## config.mk

```make
export PLATFORM = sky130hd
export DESIGN_NAME = gpio_irq_ctrl
export DESIGN_NICKNAME = d
export VERILOG_FILES = /design/src/rtl/gpio_irq_ctrl.sv
export SDC_FILE = /design/constraint.sdc
export NUM_CORES = 1
export LEC_CHECK = 0
export ABC_AREA = 1
export BUFFER_PORTS_ARGS = -buffer_cell sky130_fd_sc_hd__buf_2
export CAP_MARGIN = 10
export CORE_MARGIN = 3
export CORE_UTILIZATION = 40
export DETAILED_ROUTE_END_ITERATION = 8
export GPL_TIMING_DRIVEN = 0
export PLACE_DENSITY_LB_ADDON = 0.15
export SLEW_MARGIN = 20
export SYNTH_ARGS = -nofsm -noshare
export SYNTH_HDL_FRONTEND = slang
export SYNTH_SLANG_ARGS = --single-unit
```

## constraint.sdc

```tcl
create_clock -name clk -period 1.6 [get_ports clk]
set_input_delay 0 -clock clk [delete_from_list [all_inputs] [get_ports clk]]
set_output_delay 0 -clock clk [all_outputs]
set_load 0.02 [all_outputs]
```

## src/rtl/gpio_irq_ctrl.sv

```systemverilog
// GPIO block: output mux, toggle, synchronised inputs and sticky edge interrupts.
// Registers sit on a simple sel/addr bus with byte/half/word write sizes.
module gpio_irq_ctrl #(
   parameter int NUM_GPIO    = 8,
   parameter int SYNC_STAGES = 2
) (
   input  logic                clk,
   input  logic                rst,
   input  logic                sel,
   input  logic [2:0]          addr,
   input  logic [1:0]          write_n,
   input  logic [1:0]          read_n,
   input  logic [31:0]         data_in,
   output logic [31:0]         data_out,
   input  logic [NUM_GPIO-1:0] gpio_in,
   input  logic [NUM_GPIO-1:0] alt_out,
   output logic [NUM_GPIO-1:0] gpio_out,
   output logic                irq
);

   localparam int N = NUM_GPIO;
   localparam logic [2:0] ARM_MAX = 3'(SYNC_STAGES + 1);

   logic [N-1:0] out_q, out_d;
   logic [N-1:0] out_sel_q, out_sel_d;
   logic [N-1:0] irq_en_q, irq_en_d;
   logic [N-1:0] rise_en_q, rise_en_d;
   logic [N-1:0] fall_en_q, fall_en_d;
   logic [N-1:0] status_q, status_d;
   logic [N-1:0] dly_q;
   logic [SYNC_STAGES-1:0][N-1:0] sync_q;
   logic [2:0]   arm_q, arm_d;
   logic         irq_q, irq_d;

   logic [31:0]  size_m;
   logic [N-1:0] wm, wd, wbits, fin;
   logic [N-1:0] edge_set, clr;
   logic [N-1:0] rd_v;
   logic         wr_en, armed;
   logic         unused_bits;

   always_comb begin
      case (write_n)
         2'b00:   size_m = 32'h0000_00FF;
         2'b01:   size_m = 32'h0000_FFFF;
         2'b10:   size_m = 32'hFFFF_FFFF;
         default: size_m = 32'h0000_0000;
      endcase
   end

   assign wr_en       = sel && (write_n != 2'b11);
   assign wm          = size_m[N-1:0];
   assign wd          = data_in[N-1:0];
   assign wbits       = wd & wm;
   assign unused_bits = ^{data_in, size_m};

   assign fin   = sync_q[SYNC_STAGES-1];
   assign armed = (arm_q == ARM_MAX);
   assign arm_d = armed ? arm_q : arm_q + 3'd1;

   // Edges are ignored until the synchroniser has flushed its reset zeros.
   assign edge_set = armed ?
      ((fin & ~dly_q & rise_en_q) | (~fin & dly_q & fall_en_q)) : '0;
   assign clr      = (wr_en && addr == 3'd6) ? wbits : '0;

   always_comb begin
      out_d     = out_q;
      out_sel_d = out_sel_q;
      irq_en_d  = irq_en_q;
      rise_en_d = rise_en_q;
      fall_en_d = fall_en_q;
      if (wr_en) begin
         case (addr)
            3'd0:    out_d     = (out_q & ~wm) | wbits;
            3'd2:    out_sel_d = (out_sel_q & ~wm) | wbits;
            3'd3:    irq_en_d  = (irq_en_q & ~wm) | wbits;
            3'd4:    rise_en_d = (rise_en_q & ~wm) | wbits;
            3'd5:    fall_en_d = (fall_en_q & ~wm) | wbits;
            3'd7:    out_d     = out_q ^ wbits;
            default: ;
         endcase
      end
      status_d = (status_q & ~clr) | edge_set;
      irq_d    = |(status_q & irq_en_q);
   end

   always_ff @(posedge clk) begin
      if (rst) begin
         out_q     <= '0;
         out_sel_q <= '0;
         irq_en_q  <= '0;
         rise_en_q <= '0;
         fall_en_q <= '0;
         status_q  <= '0;
         sync_q    <= '0;
         dly_q     <= '0;
         arm_q     <= '0;
         irq_q     <= 1'b0;
      end else begin
         out_q     <= out_d;
         out_sel_q <= out_sel_d;
         irq_en_q  <= irq_en_d;
         rise_en_q <= rise_en_d;
         fall_en_q <= fall_en_d;
         status_q  <= status_d;
         sync_q    <= {sync_q[SYNC_STAGES-2:0], gpio_in};
         dly_q     <= fin;
         arm_q     <= arm_d;
         irq_q     <= irq_d;
      end
   end

   always_comb begin
      case (addr)
         3'd0:    rd_v = out_q;
         3'd1:    rd_v = fin;
         3'd2:    rd_v = out_sel_q;
         3'd3:    rd_v = irq_en_q;
         3'd4:    rd_v = rise_en_q;
         3'd5:    rd_v = fall_en_q;
         3'd6:    rd_v = status_q;
         default: rd_v = '0;
      endcase
      data_out = 32'hFFFF_FFFF;
      if (sel) begin
         data_out = '0;
         if (read_n != 2'b11)
            data_out[N-1:0] = rd_v;
      end
   end

   assign gpio_out = (out_q & out_sel_q) | (alt_out & ~out_sel_q);
   assign irq      = irq_q;

endmodule

```

==> flow_summary.ini, run 1 <==
[timing]
fin_skew_ps = 12.9
setup_violations = 0
setup_ws_ps = 182
drv_slew = 0
fin_hold_ws_ps = 214
fin_crit_sh = 0.886
fin_crit_ps = 1420
max_freq_ghz = 0.705
final.setup.tns_ps = 0
worstMarginPinSlew_ps = 629
slew_headroom = 0.580
grt_setup_unrepaired = false
hold_viol_final = 0

[pwr]
cellLeakagePower_nw = 2.19
ir_drop_mv = 0.579
cellPowerDensity_nw_per_um2 = 919

[cts]
ctsResizeCount = 0
insertion_delay_ps = 360
cts_buffers = 9
root_buffer = clkbuf_8
cts_max_level = 3
tritoncts = yes
clk_pin_slew_ps = 100
clock_sinks = 76
cts_buffer_depth = 2

[detailed_routing]
ant_nets = 0
wl_um = 10900
via_count = 3738
drt_iter0_drc = 215
firstDrtPassIters = 5
vias_per_cell = 4.86
wl_per_cell_um = 14.2
drc = 0

[global_routing]
grt_max_degree = 25
gr-total-overflow = 0
grt_usage = 0.211
grt_antenna_before_repair = 0
grt_pass1_vias = 3431
grt_pass1_wl_um = 17300

[synth]
synth_seq_cells = 76
synth-warning-count = 0
syn_area_um2 = 3740
synthCells = 558
synth-seq-area-share = 0.407
avgSynthCellArea_um2 = 6.70
syn_nets = 618
synth_cell_types = 21

[layout]
multi_input_area_um2 = 1750
diodes = 0
regArea_um2 = 1520
areaGrowthSynthToFinish_pct = 23.2
drive_above_1_share = 0.212
final_nets = 716
finalCoreUtilization = 0.518
num-fill-cells = 900

[floorplanning]
rows = 34
io_pins = 99
die_area_um2 = 10500
core_um2 = 8890
die_h_um = 103
die_width_um = 103
initial_core_util = 0.420

[critical_path]
crit_chain = dlygate4sd3_1 -> clkbuf_1 -> inv_1 -> clkbuf_1 -> o21ai_0 -> a21oi_1
startpoint = rst
arrival_ps = 1700
critPathRequiredTime_ps = 1880
worstSetupEndpointType = flop
timing.rr.start = arm_q[0]
crit_path_frequent_cell = clkbuf_1
slowest_stage = dlygate4sd3_1
cp_max_fo = 10
path_class = in -> reg
cpPeakStageDelay_ps = 530
start_kind = input pin

[placement]
gp_congestion = 0.939
post-dp-hpwl_um = 8180
post-place-ws_ps = 73.5
portBuffers = 71

[run]
cap_violations = 0

[outcome]
status = completed

[hold_path]
min_from = addr[1]
hold_class = in -> reg
per-layer routing:
metal / share of wire / wire (µm) / GRT usage / up-vias
met2: 0.45 / 4950 / 0.332 / 115
li1: - / - / - / 1966
met1: 0.48 / 5200 / 0.296 / 1643
met3: 0.056 / 611 / 0.0392 / 14
met5: 0 / 0 / 0 / -
met4: 0.011 / 120 / 0.0575 / 0
synth_stat cells (all sizes together):
cell | instances | area share
nor2 | 123 | 0.13
clkbuf | 11 | 0.011
clkinv | 1 | 0.0013
o21a | 1 | 0.0020
inv | 46 | 0.046
a21oi | 22 | 0.029
nand2 | 124 | 0.13
ha | 2 | 0.0067
buf | 37 | 0.067
nand3 | 35 | 0.048
o21ai | 43 | 0.058
mux2 | 4 | 0.012
dfxtp | 76 | 0.41
nand4 | 33 | 0.055
metrics by stage:
step           instances  area, µm²  total power, mW
6_report             769       4610             4.24
5_1_grt              769       4610             4.45
4_1_cts              770       4610             4.28
3_5_place_dp         737       4230             2.64
3_3_place_gp         737       4230             2.63
2_1_floorplan        558       3740             2.43
worst max-delay path: cells and delay by family:
kind | cells | cell delay, ps
buf+inv | 4 | 1380
compound gates | 2 | 320
worst paths after layout:
path | endpoint | slack (ps) | cells past startpoint
worst min-delay path | flop | 210 | 5
worst max register to register | arm_q[0] | 200 | 5
worst max-delay path | flop | 180 | 6
worst min register to register | fin[7] | 390 | 2
layout by cell type (no fill, tap or decap), drive strengths merged, types with 17 or more instances in the layout:
cell         synthesis  final
o21ai               43     43
dfxtp               76     76
nand4               33     33
a21oi               22     22
clkbuf              11     19
buf                 37    108
nand2              124    124
nand3               35     35
nor2               123    123
inv                 46     52
dlygate4sd3          0     17
timing repair:
action | CTS | global route
endpoints found under the hold margin | 30 | 0
endpoints found under the setup margin | 0 | 3
buffers inserted | 0 | 0
hold buffers | 17 | 0
cells by family after synthesis:
kind of cell	synth area share
multiplexers	0.0120
adder cells (fa/ha/maj)	0.00669
AO/OA/AOI/OAI	0.0890
buffers and inverters	0.126
AND/OR/NAND/NOR	0.359
flip-flops	0.407
final cells by class:
| class | count | area share |
|---|---|---|
| clock buffers | 9 | 0.0269 |
| plain buffers | 47 | 0.0627 |
| well taps | 108 | 0.0293 |
| multi-input cells | 387 | 0.379 |
| flip-flops and latches | 76 | 0.330 |
| clock inverters | 7 | 0.0190 |
| repair buffers | 88 | 0.114 |
| inverters | 47 | 0.0386 |
report_power, final:
group          switching (mW)  internal, mW
logic                   0.385         0.232
clock network           0.840         0.765
registers              0.0485          1.97
Power figures use the tool's default switching activity.
==> run 2, diff against run 1 <==
Settings changed: CTS_BUF_LIST set to sky130_fd_sc_hd__clkbuf_2.
==> run 2 against run 1 <==
Hold slack worse by 190 ps. Clock-buffer cell count unchanged. Critical path type is now reg -> out. Register-to-register slack got worse by 20 ps. Die area unchanged. Clock skew is 26 ps higher. Utilization up 2.3 points. Highest routed layer unchanged. Final cell count is 2.5% higher.
==> flow_summary.ini, run 2 (synthesized netlist as in run 1, its figures left out) <==
[outcome]
status = completed

[global_routing]
gr-total-overflow = 0
grt_usage = 0.215
grt_pass1_vias = 3535
grt_pass1_wl_um = 17700
grt_antenna_before_repair = 0
grt_max_degree = 25

[detailed_routing]
wl_per_cell_um = 14.1
ant_nets = 0
drt_iter0_drc = 209
via_count = 3855
vias_per_cell = 4.89
firstDrtPassIters = 5
wl_um = 11100
drc = 0

[cts]
clock_sinks = 76
cts_max_level = 3
cts_buffers = 9
root_buffer = clkbuf_2
cts_buffer_depth = 2
tritoncts = yes
clk_pin_slew_ps = 260
insertion_delay_ps = 560

[placement]
gp_congestion = 0.939
post-dp-hpwl_um = 8180
portBuffers = 71
dp.cells = 737
dpl_cell_area_um2 = 4230

[layout]
num-fill-cells = 902
final_cell_mix = nand2_1, nor2_1, buf_2
areaGrowthSynthToFinish_pct = 28.7
fin_cells = 788
layout_commonest_cell = nand2_1
fin_area_um2 = 4810
drive_above_1_share = 0.274
final_nets = 735
diodes = 0

[run]
cap_violations = 0

[floorplanning]
initial_core_util = 0.420
io_pins = 99
die_width_um = 103
core_um2 = 8890
die_h_um = 103
die_area_um2 = 10500
rows = 34

[timing]
fin_crit_sh = 0.981
setup_violations = 0
hold_viol_final = 0
worstMarginPinSlew_ps = 638
fin_crit_ps = 1570
grt_setup_unrepaired = true
max_freq_ghz = 0.637
slew_headroom = 0.574
drv_slew = 0
fin_skew_ps = 38.9

[hold_path]
hold_class = in -> reg

[critical_path]
start_kind = flop
path_class = reg -> out
cp_max_fo = 3
worstSetupEndpointType = output port
arrival_ps = 1570
critPathRequiredTime_ps = 1600

[pwr]
ir_drop_mv = 0.575
cellLeakagePower_nw = 2.32
total_power_mw = 3.91
cellPowerDensity_nw_per_um2 = 813
run 2: changes by cell type in the layout (fill, tap and decap cells not counted), sizes merged:
cell | before | now
clkbuf | 19 | 18
buf | 108 | 113
dlygate4sd3 | 17 | 32
run 2: area by class of cell:
cell class / count / area [µm²] / area share
repair buffers: 107 / 756 / 0.157
flip-flops and latches: 76 / 1560 / 0.324
well taps: 108 / 135 / 0.0281
clock buffers: 9 / 45.0 / 0.00936
plain buffers: 47 / 293 / 0.0608
multi-input cells: 387 / 1760 / 0.366
inverters: 47 / 178 / 0.0369
clock inverters: 7 / 87.6 / 0.0182
run 2: final timing paths:
kind          startpoint           to  slack [ps]  depth (start not counted)
min reg2reg    sync_q[7]       fin[7]         360                          2
max reg2reg     arm_q[0]     arm_q[0]         180                          5
max          status_q[7]  data_out[7]          30                          7
min              addr[2]         flop          20                          5
run 2: through the flow:
stage / utilization / setup slack (ps) / hold WS (ps) / setup TNS (ps)
after floorplan: - / 321 / 107 / 0
after global placement: 0.476 / 101 / 198 / 0
after detailed placement: 0.476 / 73.5 / 206 / 0
after CTS: 0.528 / 0.843 / 4.62 / 0
after global routing: 0.541 / -96.3 / 44.4 / -436
final: 0.541 / 30.7 / 19.2 / 0
run 2: critical path: stages (launching register included):
cell	delay, ps
dfxtp_1	440
nand4_1	110
nand2_1	80
nor2_1	50
nand2_1	60
nand2_1	60
nand2_1	100
buf_6	120
run 2: what timing repair did:
action                     CTS  global route
hold endpoints to repair    59             0
gates resized for setup      3            59
hold buffers                32             0
setup endpoints to repair    2            18
gates cloned                 0             0
setup buffers                1             3
pin swaps                    0            15
run 2: power breakdown:
part / leakage (nW) / switching [mW] / total [mW] / internal (mW)
logic: 1.61 / 0.397 / 0.667 / 0.270
clock network: 0.0817 / 0.813 / 1.22 / 0.408
registers: 0.633 / 0.0484 / 2.02 / 1.98
run 2: metal layers:
layer  vias to the layer above  track usage  part of all wire
met5                         -            0                 0
met4                         0       0.0575             0.012
met3                        16       0.0399             0.060
met2                       121        0.341              0.45
met1                      1709        0.300              0.47
li1                       2009            -                 -
==> run 3, diff against run 2 <==
Settings changed: ABC_AREA 1 to unset, CTS_CLUSTER_SIZE set to 28.
==> run 3 against run 2 <==
The flow now finishes with violations (negative setup slack). Design area down 1.3%. Register-to-register slack improved by 30 ps. Largest cell class unchanged. Non-clock buffer count unchanged. Routed wire length decreased by 11%. Power decreased by 6.2%.
==> flow_summary.ini, run 3 <==
[outcome]
status = complete, but fails checks
violations = negative setup slack

[floorplanning]
initial_core_util = 0.417
die_h_um = 102
io_pins = 99
core_um2 = 8850
die_area_um2 = 10400
die_width_um = 102
rows = 34

[layout]
drive_above_1_share = 0.352
fin_area_um2 = 4750
layout_commonest_cell = buf_2
diodes = 0
areaGrowthSynthToFinish_pct = 28.7
fin_cells = 634
finalCoreUtilization = 0.537
final_cell_mix = buf_2, nor2_1, dfxtp_1
multi_input_area_um2 = 1880
regArea_um2 = 1560
num-fill-cells = 844
final_nets = 582

[cts]
clock_sinks = 76
root_buffer = clkbuf_2
tritoncts = yes
insertion_delay_ps = 500
cts_buffer_depth = 2
cts_buffers = 9
cts_max_level = 3
clk_pin_slew_ps = 220

[timing]
fin_skew_ps = 24.6
fin_crit_sh = 1.16
worstMarginPinSlew_ps = 956
hold_viol_final = 0
grt_setup_unrepaired = true
fin_crit_ps = 1850
setup_ws_ps = -250
drv_slew = 0
slew_headroom = 0.358
setup_violations = 4
max_freq_ghz = 0.540

[critical_path]
worstSetupEndpoint = data_out[3]
start_kind = flop
timing.rr.start = arm_q[0]
path_class = reg -> out
worst_r2r_path_depth = 4
r2r-end = arm_q[1]
critPathRequiredTime_ps = 1600
arrival_ps = 1850
ff2ff_setup_slack_ps = 210
worstSetupEndpointType = output port
cp_max_fo = 2

[placement]
gp_congestion = 0.879
dpl_cell_area_um2 = 4190
post-dp-hpwl_um = 7100
post-place-ws_ps = -194
dp.cells = 583
portBuffers = 73

[detailed_routing]
drc = 0
firstDrtPassIters = 5
drt_iter0_drc = 132
wl_per_cell_um = 15.7
vias_per_cell = 5.05
via_count = 3199
wl_um = 9930
ant_nets = 0

[run]
cap_violations = 0

[synth]
synth_cell_types = 42
syn_nets = 462
synth_top_area_cell = dfxtp_1
syn_area_um2 = 3690
synth_commonest_cells = dfxtp_1, nor2_1, mux2i_1, buf_4, nor2b_1
ys.flop_type = dfxtp_1
avgSynthCellArea_um2 = 9.18
yosys-top-cells-area = dfxtp_1, mux2i_1, buf_4
synth_most_common_cell = dfxtp_1
synth_top_area_frac = 0.412
synth_seq_cells = 76
synth-seq-area-share = 0.412
async_flop_share = 0
synthCells = 402
synth-edff-count = 0
synth-warning-count = 0

[pwr]
ir_drop_mv = 0.459
cellLeakagePower_nw = 1.97
cellPowerDensity_nw_per_um2 = 773

[hold_path]
hold_class = in -> reg

[global_routing]
grt_usage = 0.192
grt_pass1_wl_um = 15300
grt_max_degree = 25
grt_antenna_before_repair = 0
grt_pass1_vias = 2970
gr-total-overflow = 0
run 3: cell families (layout without fill, tap and decap cells):
kind of cell    after synthesis  in the layout  share of synthesized area
compound gates               79             79                      0.136
buf+inv                      59            183                     0.0935
xor+xnor                      9              9                     0.0213
simple gates                122            122                      0.171
flops                        76             76                      0.412
fa+ha+maj                     2              2                    0.00678
mux                          55             55                      0.159
run 3: layout make-up:
type	count	share of cell area
multi-input combinational	267	0.397
sequential	76	0.327
timing repair buffer	111	0.155
buffer	43	0.0600
tap	108	0.0284
clock inverter	5	0.0113
inverter	14	0.0111
clock buffer	10	0.0105
run 3: through the flow:
step                      power (mW)  TNS, ps  hold WS [ps]
after global routing            3.85    -1390          53.9
after CTS                       3.71     -905          16.5
after floorplan                 2.41        0           128
after global placement          2.60    -1250           208
after detailed placement        2.61    -1710           212
final                           3.67     -691          72.7
run 3: per-layer routing:
metal / up-vias / global-route usage / wire, µm
met4: 0 / 0.0474 / 90
met2: 120 / 0.309 / 4570
li1: 1606 / - / -
met3: 9 / 0.0478 / 702
met1: 1464 / 0.259 / 4570
met5: - / 0 / 0
run 3: timing repair:
action	CTS	global route
endpoints found under the setup margin	8	11
gates resized for setup	38	12
pin swaps	7	4
endpoints found under the hold margin	75	0
buffers inserted	11	1
hold buffers	26	0
run 3: worst min path at each step:
stage,depth (start not counted),from,endpoint,slack (ps)
floorplan,1,gpio_in[0],sync_q[0],130
global placement,2,gpio_in[0],sync_q[0],210
detailed placement,2,gpio_in[1],sync_q[1],210
CTS,5,write_n[0],flop,20
global route,5,write_n[0],flop,50
finish,5,write_n[0],flop,70
run 3: critical path, stage by stage (launching register included):
cell and delay, ps:
dfxtp_2 400, or4b_4 470, o21ai_2 70, a211oi_1 50, o21ai_1 180, buf_4 170
run 3: where the power goes:
| part | total (mW) | switching, mW | internal [mW] |
|---|---|---|---|
| Clock | 1.01 | 0.660 | 0.352 |
| Sequential | 2.00 | 0.0401 | 1.96 |
| Combinational | 0.658 | 0.360 | 0.298 |
